===== config.mk =====
export PLATFORM = sky130hd
export DESIGN_NAME = fir_stream_arbiter
export DESIGN_NICKNAME = d
export VERILOG_FILES = /design/src/rtl/fir_pkg.sv /design/src/rtl/rr_priority_pick.sv /design/src/rtl/fir_stream_arbiter.sv
export SDC_FILE = /design/constraint.sdc
export NUM_CORES = 1
export LEC_CHECK = 0
export BUFFER_PORTS_ARGS = -buffer_cell sky130_fd_sc_hd__buf_2
export CORE_MARGIN = 1.5
export CORE_UTILIZATION = 50
export CTS_BUF_LIST = sky130_fd_sc_hd__clkbuf_16
export DETAILED_ROUTE_END_ITERATION = 7
export GPL_ROUTABILITY_DRIVEN = 0
export GPL_TIMING_DRIVEN = 0
export PLACE_DENSITY = 0.86
export SYNTH_ARGS = -nofsm -noshare
export SYNTH_HDL_FRONTEND = slang
export SYNTH_SLANG_ARGS = --single-unit
export TNS_END_PERCENT = 10

===== constraint.sdc =====
create_clock -name clk -period 3.7 [get_ports clk]
set_clock_uncertainty 0.2 [all_clocks]
set_input_delay 0.74 -clock clk [delete_from_list [all_inputs] [get_ports clk]]
set_output_delay 0.74 -clock clk [all_outputs]
set_load 0.05 [all_outputs]

===== src/rtl/fir_pkg.sv =====
// Shared definitions for the FIR input-stream arbiter and related blocks.
package fir_pkg;

    typedef enum logic [1:0] {
        IDLE  = 2'd0,
        PASS  = 2'd1,
        DROP  = 2'd2,
        FLUSH = 2'd3
    } arb_state_e;

    localparam int FIR_TAPS       = 15;
    localparam int DEFAULT_DATA_W = 16;

endpackage


===== src/rtl/rr_priority_pick.sv =====
// Round-robin priority pick: first requester after last_ptr, wrapping modulo N_CH.
// Purely combinational so other arbiters can reuse it.
module rr_priority_pick #(
    parameter int N_CH = 4,
    parameter int ID_W = $clog2(N_CH)
) (
    input  logic [N_CH-1:0] req,
    input  logic [ID_W-1:0] last_ptr,
    output logic [ID_W-1:0] pick_id,
    output logic            any_req
);

    logic [ID_W-1:0] idx_s;
    logic            found_s;

    // Scan all positions starting just after last_ptr; the first hit wins
    always_comb begin
        pick_id = '0;
        found_s = 1'b0;
        idx_s   = '0;
        for (int i = 1; i <= N_CH; i++) begin
            idx_s = ID_W'((int'(last_ptr) + i) % N_CH);
            if (!found_s && req[idx_s]) begin
                found_s = 1'b1;
                pick_id = idx_s;
            end else begin
                found_s = found_s;
            end
        end
    end

    assign any_req = |req;

endmodule


===== src/rtl/fir_stream_arbiter.sv =====
// Per-packet round-robin arbiter feeding one FIR stream input, with zero-beat
// flushing between packets and a packet-length watchdog.
module fir_stream_arbiter
    import fir_pkg::*;
#(
    parameter int N_CH      = 4,
    parameter int DATA_W    = DEFAULT_DATA_W,
    parameter int FLUSH_LEN = FIR_TAPS,
    parameter int MAX_PKT   = 1024
) (
    input  logic                      clk,
    input  logic                      reset,
    input  logic [N_CH*DATA_W-1:0]    s_axis_tdata,
    input  logic [N_CH-1:0]           s_axis_tvalid,
    input  logic [N_CH-1:0]           s_axis_tlast,
    output logic [N_CH-1:0]           s_axis_tready,
    output logic [DATA_W-1:0]         m_axis_fir_tdata,
    output logic                      m_axis_fir_tvalid,
    output logic                      m_axis_fir_tlast,
    input  logic                      m_axis_fir_tready,
    output logic [$clog2(N_CH)-1:0]   m_axis_fir_tid,
    output logic                      m_axis_fir_tflush,
    output logic                      err_trunc
);

    localparam int ID_W   = $clog2(N_CH);
    localparam int BCNT_W = $clog2(MAX_PKT + 1);
    localparam int FCNT_W = $clog2(FLUSH_LEN + 1);

    arb_state_e        state_r, state_nxt_s;
    logic [ID_W-1:0]   grant_r, grant_nxt_s;
    logic [ID_W-1:0]   rr_ptr_r, rr_ptr_nxt_s;
    logic [BCNT_W-1:0] beat_cnt_r, beat_cnt_nxt_s;
    logic [FCNT_W-1:0] flush_cnt_r, flush_cnt_nxt_s;
    logic              err_trunc_r, trunc_s;
    logic [ID_W-1:0]   pick_id_s;
    logic              any_req_s;
    logic              at_limit_s;
    logic [DATA_W-1:0] ch_data_s [N_CH];

    for (genvar g = 0; g < N_CH; g++) begin : g_unpack
        assign ch_data_s[g] = s_axis_tdata[g*DATA_W +: DATA_W];
    end

    rr_priority_pick #(
        .N_CH (N_CH),
        .ID_W (ID_W)
    ) u_pick (
        .req      (s_axis_tvalid),
        .last_ptr (rr_ptr_r),
        .pick_id  (pick_id_s),
        .any_req  (any_req_s)
    );

    // State, arbitration and counter registers
    always_ff @(posedge clk or negedge reset) begin
        if (!reset) begin
            state_r     <= IDLE;
            grant_r     <= '0;
            rr_ptr_r    <= ID_W'(N_CH - 1);
            beat_cnt_r  <= '0;
            flush_cnt_r <= '0;
            err_trunc_r <= 1'b0;
        end else begin
            state_r     <= state_nxt_s;
            grant_r     <= grant_nxt_s;
            rr_ptr_r    <= rr_ptr_nxt_s;
            beat_cnt_r  <= beat_cnt_nxt_s;
            flush_cnt_r <= flush_cnt_nxt_s;
            err_trunc_r <= trunc_s;
        end
    end

    // Next-state logic and output muxing; PASS is a zero-latency pass-through
    always_comb begin
        state_nxt_s       = state_r;
        grant_nxt_s       = grant_r;
        rr_ptr_nxt_s      = rr_ptr_r;
        beat_cnt_nxt_s    = beat_cnt_r;
        flush_cnt_nxt_s   = flush_cnt_r;
        trunc_s           = 1'b0;
        at_limit_s        = (beat_cnt_r == BCNT_W'(MAX_PKT - 1));
        s_axis_tready     = '0;
        m_axis_fir_tdata  = '0;
        m_axis_fir_tvalid = 1'b0;
        m_axis_fir_tlast  = 1'b0;
        m_axis_fir_tid    = '0;
        m_axis_fir_tflush = 1'b0;
        case (state_r)
            IDLE: begin
                if (any_req_s) begin
                    grant_nxt_s    = pick_id_s;
                    rr_ptr_nxt_s   = pick_id_s;
                    beat_cnt_nxt_s = '0;
                    state_nxt_s    = PASS;
                end else begin
                    state_nxt_s    = IDLE;
                end
            end
            PASS: begin
                m_axis_fir_tdata       = ch_data_s[grant_r];
                m_axis_fir_tvalid      = s_axis_tvalid[grant_r];
                m_axis_fir_tlast       = s_axis_tlast[grant_r] | at_limit_s;
                m_axis_fir_tid         = grant_r;
                s_axis_tready[grant_r] = m_axis_fir_tready;
                if (s_axis_tvalid[grant_r] && m_axis_fir_tready) begin
                    beat_cnt_nxt_s = beat_cnt_r + BCNT_W'(1);
                    if (s_axis_tlast[grant_r]) begin
                        flush_cnt_nxt_s = '0;
                        state_nxt_s     = FLUSH;
                    end else if (at_limit_s) begin
                        trunc_s     = 1'b1;
                        state_nxt_s = DROP;
                    end else begin
                        state_nxt_s = PASS;
                    end
                end else begin
                    state_nxt_s = PASS;
                end
            end
            DROP: begin
                // Swallow the rest of a truncated packet without forwarding it
                s_axis_tready[grant_r] = 1'b1;
                if (s_axis_tvalid[grant_r] && s_axis_tlast[grant_r]) begin
                    flush_cnt_nxt_s = '0;
                    state_nxt_s     = FLUSH;
                end else begin
                    state_nxt_s = DROP;
                end
            end
            FLUSH: begin
                m_axis_fir_tvalid = 1'b1;
                m_axis_fir_tflush = 1'b1;
                m_axis_fir_tid    = grant_r;
                if (m_axis_fir_tready) begin
                    if (flush_cnt_r == FCNT_W'(FLUSH_LEN - 1)) begin
                        flush_cnt_nxt_s = '0;
                        state_nxt_s     = IDLE;
                    end else begin
                        flush_cnt_nxt_s = flush_cnt_r + FCNT_W'(1);
                    end
                end else begin
                    flush_cnt_nxt_s = flush_cnt_r;
                end
            end
            default: begin
                state_nxt_s = IDLE;
            end
        endcase
    end

    assign err_trunc = err_trunc_r;

endmodule


==> results of run 1 <==
==> registers in the layout, summed over array words and instances (netlist names), named ones only <==
| name | count |
|---|---|
| state_r | 1 |
| beat_cnt_r | 11 |
| grant_r | 2 |
| rr_ptr_r | 2 |
| flush_cnt_r | 4 |
| err_trunc | 1 |
==> area by class of cell <==
| cell class | instances | area (um^2) | area share (%) |
|---|---|---|---|
| sequential | 22 | 553 | 20.5 |
| multi-input combinational | 171 | 1420 | 52.5 |
| buffer | 14 | 71.3 | 2.64 |
| timing repair buffer | 99 | 495 | 18.3 |
| clock buffer | 3 | 75.1 | 2.78 |
| tap | 50 | 62.6 | 2.31 |
| inverter | 7 | 26.3 | 0.972 |
==> metal layers <==
layer	wire length (um)	global-route usage, %
met1	2330	31.0
met2	2870	49.1
met3	428	5.17
met4	104	8.93
met5	0	0
==> critical path: cells and delay by family (launching register included) <==
family,cells,cell delay [ns]
adder cells (fa/ha/maj),1,0.23
buffers and inverters,4,1.13
flip-flops,1,0.41
AND/OR/NAND/NOR,1,0.20
==> power breakdown <==
group / internal (mW) / total, mW / leakage (nW) / switching [mW]
logic: 0.591 / 1.78 / 0.975 / 1.19
registers: 0.298 / 0.342 / 0.290 / 0.0438
clock network: 0.143 / 0.227 / 0.0370 / 0.0842
==> cells in the mapped netlist (2+ instances only) <==
cell and n:
o21a_1 4, buf_6 2, nand3_1 5, dfstp_2 2
nand4_1 5, nor2b_1 3, nor3b_1 2, nor3_1 4
and2_1 18, dfrtp_1 20, o21ai_0 9, nand2b_1 4
or4_1 5, and3_1 3, nand2_1 12, a21o_1 6
nor2_1 16, mux4_2 18, o31ai_1 6, buf_2 2
ha_1 7, a21boi_0 2, a21oi_1 9, clkbuf_1 9
inv_1 7, nor4_1 4, a31oi_1 4, a41o_1 4
==> per-stage QoR <==
step | util [%] | total power, mW | cell area, um^2 | hold slack, ns | instances
after floorplan | - | 1.75 | 2070 | 0.244 | 214
after global placement | 65.7 | 2.09 | 2630 | 0.314 | 363
after detailed placement | 65.7 | 2.12 | 2630 | 0.335 | 363
after CTS | 67.6 | 2.35 | 2700 | 0.269 | 366
after global routing | 67.6 | 2.52 | 2700 | 0.301 | 366
final | 67.6 | 2.35 | 2700 | 0.246 | 366
==> cell families after synthesis <==
family,Yosys count
and+or+nand+nor,84
AOI/OAI and AO/OA,58
DFF,22
buffers and inverters,21
muxes,20
adders and majority gates,7
xor gates and xnor gates,2
==> final timing paths <==
| path | start | end | slack [ns] | depth (start not counted) |
|---|---|---|---|---|
| min in group clk | beat_cnt_r[1]$_DFFE_PN0P_ | beat_cnt_r[1]$_DFFE_PN0P_ | 0.34 | 2 |
| worst max-delay path | flip-flop | m_axis_fir_tdata[1] | 0.52 | 6 |
| worst max register to register | state_r[0]$_DFFE_PN0P_ | beat_cnt_r[5]$_DFFE_PN0P_ | 1.12 | 7 |
| max in group asynchronous | reset | rr_ptr_r[1]$_DFFE_PN1P_ | 2.68 | 1 |
| worst min register to register | beat_cnt_r[1]$_DFFE_PN0P_ | beat_cnt_r[1]$_DFFE_PN0P_ | 0.34 | 2 |
| worst min-delay path | reset | flush_cnt_r[0]$_DFFE_PN0P_ | 0.25 | 1 |
==> metrics, run 1 <==
result of the run=completed; final net count=400; clock root cell=clkbuf_16; largest buffer count on any clock path=2; number of synthesized flops with an enable pin=0; Compound-Gate Fraction of Synth Area=around 20%; Filler Cell Count=319; cell taking the most area after synthesis=dfrtp_1; post-DR wirelength/cell=~16 um; arrival time at the worst endpoint=about 2.2 ns; Worst Tran Pin Value=roughly 0.7 ns; nets in the synthesized netlist=296; crit path max-delay cell type=clkbuf_1; Vert. Die Dim=roughly 67 um; total leakage power=1.30 nW; global-route congestion overflow total=0; via count of the first global-routing pass=2,109; delay of the slowest cell on the worst path=0.43 ns; most frequent standard cell in the layout excluding fill and tap cells=buf_2; setup repair bufs after CTS=0; clock-pin slew of the registers on the worst-case setup and hold paths=0.06 ns; core area=roughly 4000 um^2; Most common cell on crit path=clkbuf_1; simple-gate share of the synthesized area=~22%; initial core utilization=51.7%; Slew headroom=roughly half; Via density=a little under 6; number of H-tree levels=1; worst slack at placement=about 0.83 ns; layout overhead on the synthesized area=30.6%; setup slack of the critical path after layout=~0.52 ns; clock insertion delay at the later pin of the skew report=0.25 ns; first-pass iteration count of the detailed router=4; post-synthesis async set-or-reset flop share=100%; xor/xnor share of the synthesized area=0.846%; highest clock frequency the design can meet=around 310 MHz; sequential share of the synthesized area=a little over a quarter; number of distinct standard cells referenced by the synthesized netlist=50; first-pass GRT wire length=9340 um; critical path, cell by cell=inv_1, ha_1, clkbuf_1, clkbuf_1, and2_1, buf_2; adder and majority gate portion of the synthesized area=roughly 4.2%; maxcap violations=0; final hold vios=0; nature of the critical path startpoint=flip-flop; VDD IR max=0.365 mV; pin count of the biggest net entering global routing=23; share of post-route cells with drive strength above 1=41.8%; number of cell rows=23; post-route ant nets=0; largest family of logic cells by synthesized area=simple AND/OR/NAND/NOR gates; Power Dens Cells=870 nW/um^2; kind of path behind the tightest hold check=in2async; final slew viol count=0; CP Capture Type=primary output; final antenna diode count=0; die boundary width=around 67 um; Synth Warn #=0; syn_area_per_cell=around 9.7 um^2; post-synth top area share=24.2%; TritonCTS clock tree=yes; number of buffers inserted by hold repair at cts=0; overall via count from detail_route=between 2,000 and 2,500; cell count after synthesis=214; number of sinks driven by the clock tree=22; post-DP HPWL=about 4600 um; wire length reported by the detailed router=5740 um; Seq cells post-synth=22; worst setup path class=reg2out; Remaining DRCs=0; commonest cells after routing, fill and taps aside=101 x buf_2, 20 x dfrtp_1, 18 x mux4_2, 18 x and2_1, 16 x nor2_1; number of placed I/O pins=101; Fin Setup TNS=0 ns; setup-violating endpoint count in the final report=0; Die Footprint=around 4500 um^2; initial antenna violation count=0; number of gates resized after CTS=0; share of the clock period used by the worst path=a little under nine tenths; number of buffer cells added on primary ports=a little under 100; highest fanout seen on the critical path=10; multiplexer share of the synthesized area=approximately a fifth; RSZ-0062 raised after global routing=false; predominant post-synthesis flop cell=dfrtp_1; global-route usage over all layers=a little over a quarter; 1st-iter DRT viols=168; cts bufs inserted=3; Req. time, crit path=between 2 and 3 ns; time the final worst path needs with I/O delays and setup=~3.2 ns; Syn Std Cell Area=~2100 um^2; most area-consuming cells after synthesis=dfrtp_1 24%, mux4_2 20%, and2_1 5.4%, ha_1 4.2%, nor2_1 2.9%
Note: power is estimated with default switching activity, not from simulation.
==> run 2: changes to the inputs <==
--- a/config.mk
+++ b/config.mk
@@ -13,6 +13,7 @@
 export GPL_ROUTABILITY_DRIVEN = 0
 export GPL_TIMING_DRIVEN = 0
 export PLACE_DENSITY = 0.86
+export REMOVE_ABC_BUFFERS = 1
 export SYNTH_ARGS = -nofsm -noshare
 export SYNTH_HDL_FRONTEND = slang
 export SYNTH_SLANG_ARGS = --single-unit
==> metrics, run 2 (synthesis results as in run 1) <==
length of routed met3 wiring=384 um; RSZ-0062 raised after global routing=false; number of placed I/O pins=just over 100; highest fanout seen on the critical path=24; Req. time, crit path=around 2.8 ns; crit path max-delay cell type=dfrtp_2; setup repair bufs after CTS=0; TritonCTS clock tree=yes; maxcap violations=0; flip-flop count of the largest register, all copies and words added=11; overall via count from detail_route=2,123; final net count=a little under 400; Top delay family on crit path=flip-flops; initial antenna violation count=0; via count of the first global-routing pass=approximately 2,100; Worst Tran Pin Value=between 0.9 and 1 ns; internal power summed over all cells=approximately 0.99 mW; CP Capture Type=primary output; net load switching power=1.31 mW; Worst R2R Setup Slack=between 1 and 1.5 ns; buffering stage count on the worst path with inverters included=1; initial core utilization=51.7%; clock insertion delay at the later pin of the skew report=between 0.2 and 0.3 ns; core utilization of the finished layout=66.0%; commonest cells after routing, fill and taps aside=100 x buf_2, 19 x dfrtp_1, 18 x mux4_2, 18 x and2_1, 16 x nor2_1; setup slack of the critical path after layout=roughly 0.55 ns; post-DP HPWL=between 4000 and 5000 um; worst setup path class=reg2out; most frequent standard cell in the layout excluding fill and tap cells=buf_2; wire length reported by the detailed router=5760 um; global-route congestion overflow total=0; detailed-routing wirelength on met1=~2400 um; global-route usage over all layers=about 27%; Power Dens Cells=871 nW/um^2; post-DR wirelength/cell=16.3 um; share of the clock period used by the worst path=a little under nine tenths; critical path, cell by cell=mux4_2, o21a_1, buf_2; number of buffer cells added on primary ports=100; Fin Setup TNS=0 ns; clock-pin slew of the registers on the worst-case setup and hold paths=~0.060 ns; final slew viol count=0; pin count of the biggest net entering global routing=32; final instance area=roughly 2600 um^2; total power of the final layout=2.30 mW; part of the total power dissipated in the clock network=9.8%; Switching Fraction=between 50% and 60%; result of the run=completed; Remaining DRCs=0; number of sinks driven by the clock tree=22; Reg power frac=19.5%; core area=between 4000 and 5000 um^2; share of post-route cells with drive strength above 1=a little over two fifths; first-pass GRT wire length=between 9000 and 10,000 um; arrival time at the worst endpoint=2.21 ns; Non-Filler Instances=between 300 and 400; Slew headroom=roughly two fifths; delay of the slowest cell on the worst path=0.78 ns; number of H-tree levels=1; Placed Cells=between 300 and 400; 1st-iter DRT viols=between 150 and 200; met2 layer wire length in the routed design=around 3000 um; Regs by FF count=beat_cnt_r: 11 flops, flush_cnt_r: 4 flops; post-route ant nets=0; number of buffers inserted by hold repair at cts=0; Vert. Die Dim=67.3 um; clock root cell=clkbuf_16; number of cell rows=23; total leakage power=approximately 1.3 nW; Die Footprint=~4500 um^2; layout overhead on the synthesized area=27.6%; nature of the critical path startpoint=flip-flop; uppermost layer routed=met4; die boundary width=about 67 um; Worst Hold Margin=0.247 ns; setup-violating endpoint count in the final report=0; cts bufs inserted=3; first-pass iteration count of the detailed router=4; highest clock frequency the design can meet=about 320 MHz; combinational fraction of design power=70.8%; Via density=6.01; largest buffer count on any clock path=2; kind of path behind the tightest hold check=in2async; Cell Area, Placed=approximately 2600 um^2; register with the most flip-flops=beat_cnt_r; final antenna diode count=0; time the final worst path needs with I/O delays and setup=between 3 and 4 ns; worst slack at placement=around 0.42 ns; VDD IR max=between 0.5 and 0.6 mV; final hold vios=0
run 2: layout make-up:
| class | count | area [um^2] |
|---|---|---|
| Multi-Input combinational cell | 171 | 1420 |
| Clock buffer | 3 | 75.1 |
| Sequential cell | 22 | 554 |
| Inverter | 7 | 26.3 |
| Fill cell | 329 | 1360 |
| Timing Repair Buffer | 100 | 500 |
| Tap cell | 50 | 62.6 |
run 2: power by group through the flow:
stage | clock (mW) | combinational [mW] | sequential [mW]
finish | 0.225 | 1.63 | 0.447
global route | 0.241 | 1.74 | 0.469
CTS | 0.229 | 1.63 | 0.447
detailed placement | 0 | 1.62 | 0.449
global placement | 0 | 1.58 | 0.444
floorplan | 0 | 1.27 | 0.413
run 2: routing by layer:
layer  track usage [%]  vias up
met5                 0        -
met4              4.59        0
met3              5.17        2
met2              46.2       84
met1              36.5     1020
li1                  -     1017
run 2: worst paths after layout:
kind,cells after the start,end,start
worst max-delay path,3,m_axis_fir_tlast,grant_r[0]$_DFFE_PN0P_
worst max register to register,4,flush_cnt_r[1]$_DFFE_PN0P_,grant_r[1]$_DFFE_PN0P_
max in group asynchronous,1,grant_r[0]$_DFFE_PN0P_,reset
worst min register to register,2,beat_cnt_r[1]$_DFFE_PN0P_,beat_cnt_r[1]$_DFFE_PN0P_
min in group clk,2,beat_cnt_r[1]$_DFFE_PN0P_,beat_cnt_r[1]$_DFFE_PN0P_
worst min-delay path,1,flush_cnt_r[1]$_DFFE_PN0P_,reset
run 2: worst register-to-register path: stages (launching register included):
cell and delay [ns]:
dfrtp_1 0.94, mux4_2 0.51, a21boi_2 0.13, o31ai_2 0.33, mux2_2 0.37
run 2: repair_timing:
| action | 4_1_cts | 5_1_grt |
|---|---|---|
| endpoints found under the hold margin | 0 | 0 |
| setup endpoints to repair | 0 | 4 |
| gates resized for setup | 0 | 2 |
==> run 3: changes to the inputs <==
==> constraint.sdc (replaced) <==
create_clock -name clk -period 3.75 [get_ports clk]
set_clock_uncertainty 0.2 [all_clocks]
set_input_delay 0.75 -clock clk [delete_from_list [all_inputs] [get_ports clk]]
set_output_delay 0.75 -clock clk [all_outputs]
set_load 0.05 [all_outputs]
==> metrics, run 3 (synthesis results as in run 1) <==
sequential cell area=roughly 550 um^2; share of the clock period used by the worst path=around 94%; Die Footprint=between 4000 and 5000 um^2; register with the most flip-flops=beat_cnt_r; internal power summed over all cells=0.977 mW; global-route usage over all layers=between 20% and 30%; post-DR wirelength/cell=between 15 and 20 um; part of the total power dissipated in the clock network=between 9 and 10%; crit path max-delay cell type=dfrtp_1; via count of the first global-routing pass=2,065; initial core utilization=between 50% and 60%; pin count of the biggest net entering global routing=32; Worst Tran Pin Value=around 1.2 ns; critical path, cell by cell=mux4_2, o21a_1, buf_2; Req. time, crit path=about 2.8 ns; setup-violating endpoint count in the final report=0; result of the run=completed; die boundary width=between 60 and 70 um; final slew viol count=0; number of sinks driven by the clock tree=22; nature of the critical path startpoint=flip-flop; arrival time at the worst endpoint=2.57 ns; RSZ-0062 raised after global routing=false; Power Dens Cells=between 800 and 900 nW/um^2; flip-flop count of the largest register, all copies and words added=11; kind of path behind the tightest hold check=in2async; number of cell rows=23; clock root cell=clkbuf_16; Remaining DRCs=0; clock-pin slew of the registers on the worst-case setup and hold paths=0.06 ns; final net count=between 300 and 400; post-route ant nets=0; clock insertion delay at the later pin of the skew report=0.25 ns; Via density=about 6.0; first-pass iteration count of the detailed router=4; combinational fraction of design power=between 70% and 80%; final instance area=between 2000 and 3000 um^2; time the final worst path needs with I/O delays and setup=~3.5 ns; overall via count from detail_route=2,123; CP Capture Type=primary output; number of gates resized after CTS=0; Worst Hold Margin=between 0.2 and 0.3 ns; Vert. Die Dim=67.3 um; number of H-tree levels=1; delay of the slowest cell on the worst path=1.12 ns; worst setup path class=reg2out; global-route congestion overflow total=0; most frequent standard cell in the layout excluding fill and tap cells=buf_2; net load switching power=~1.3 mW; Switching Fraction=a little under three fifths; wire length reported by the detailed router=5760 um; 1st-iter DRT viols=~150; number of placed I/O pins=101; number of buffers inserted by hold repair at cts=0; maxcap violations=0; Cell Area, Placed=2560 um^2; largest buffer count on any clock path=2; VDD IR max=between 0.4 and 0.5 mV; Fin Setup TNS=0 ns; final hold vios=0; highest fanout seen on the critical path=24; share of post-route cells with drive strength above 1=between 40% and 50%; highest clock frequency the design can meet=around 280 MHz; multi-input logic area=between 1000 and 1500 um^2; TritonCTS clock tree=yes; commonest cells after routing, fill and taps aside=100 x buf_2, 20 x dfrtp_1, 18 x mux4_2, 18 x and2_1, 16 x nor2_1; setup repair bufs after CTS=0; final antenna diode count=0; total leakage power=1.27 nW; Reg power frac=around a fifth; initial antenna violation count=0; Regs by FF count=beat_cnt_r: 11 flops, flush_cnt_r: 4 flops; cts bufs inserted=3; Filler Cell Count=330; core area=between 4000 and 5000 um^2; post-DP HPWL=4480 um; Slew headroom=22.0%; first-pass GRT wire length=between 9000 and 10,000 um; layout overhead on the synthesized area=27.5%; number of buffer cells added on primary ports=100
==> run 3: worst paths after layout <==
kind,from,to,slack (ns),cells after the start
worst min register to register,beat_cnt_r[1]$_DFFE_PN0P_,beat_cnt_r[1]$_DFFE_PN0P_,0.34,2
max in group asynchronous,reset,rr_ptr_r[1]$_DFFE_PN1P_,2.73,1
min in group clk,beat_cnt_r[1]$_DFFE_PN0P_,beat_cnt_r[1]$_DFFE_PN0P_,0.34,2
worst max register to register,grant_r[0]$_DFFE_PN0P_,beat_cnt_r[9]$_DFFE_PN0P_,0.82,4
worst min-delay path,reset,flush_cnt_r[1]$_DFFE_PN0P_,0.26,1
worst max-delay path,grant_r[0]$_DFFE_PN0P_,m_axis_fir_tlast,0.23,3
==> run 3: final cells by class <==
| class | instances | share of cell area [%] |
|---|---|---|
| well taps | 50 | 2.37 |
| multi-input cells | 171 | 53.9 |
| inverters | 7 | 0.996 |
| repair buffers | 100 | 19.0 |
| clock buffers | 3 | 2.84 |
| flip-flops and latches | 22 | 21.0 |
==> run 3: metal layers <==
metal  up-vias  part of all wire (%)  GRT usage, %
met5         -                     0             0
met4         0                  0.33          4.59
met3         2                   6.7          5.17
met2        84                    51          46.2
met1      1020                    42          36.5
li1       1017                     -             -
==> run 3: metrics by stage <==
step                      cells  util (%)  setup WS (ns)  power [mW]
after floorplan             200         -          0.303        1.66
after global placement      350      64.0          0.451        1.99
after detailed placement    350      64.0          0.456        2.04
after CTS                   353      65.9          0.175        2.27
after global routing        353      66.0        0.00785        2.42
final                       353      66.0          0.227        2.27
==> run 3: power groups by stage <==
stage / clock [mW] / sequential (mW) / combinational [mW]
after global placement: 0 / 0.438 / 1.55
after global routing: 0.237 / 0.462 / 1.72
after detailed placement: 0 / 0.443 / 1.59
after CTS: 0.226 / 0.441 / 1.61
final: 0.222 / 0.440 / 1.61
after floorplan: 0 / 0.408 / 1.26
==> run 3: worst max-delay path, delay by kind of cell (launching register included) <==
family	cells	cell delay, ns
buffers and inverters	1	0.22
muxes	1	0.72
DFF	1	1.12
AOI/OAI and AO/OA	1	0.25
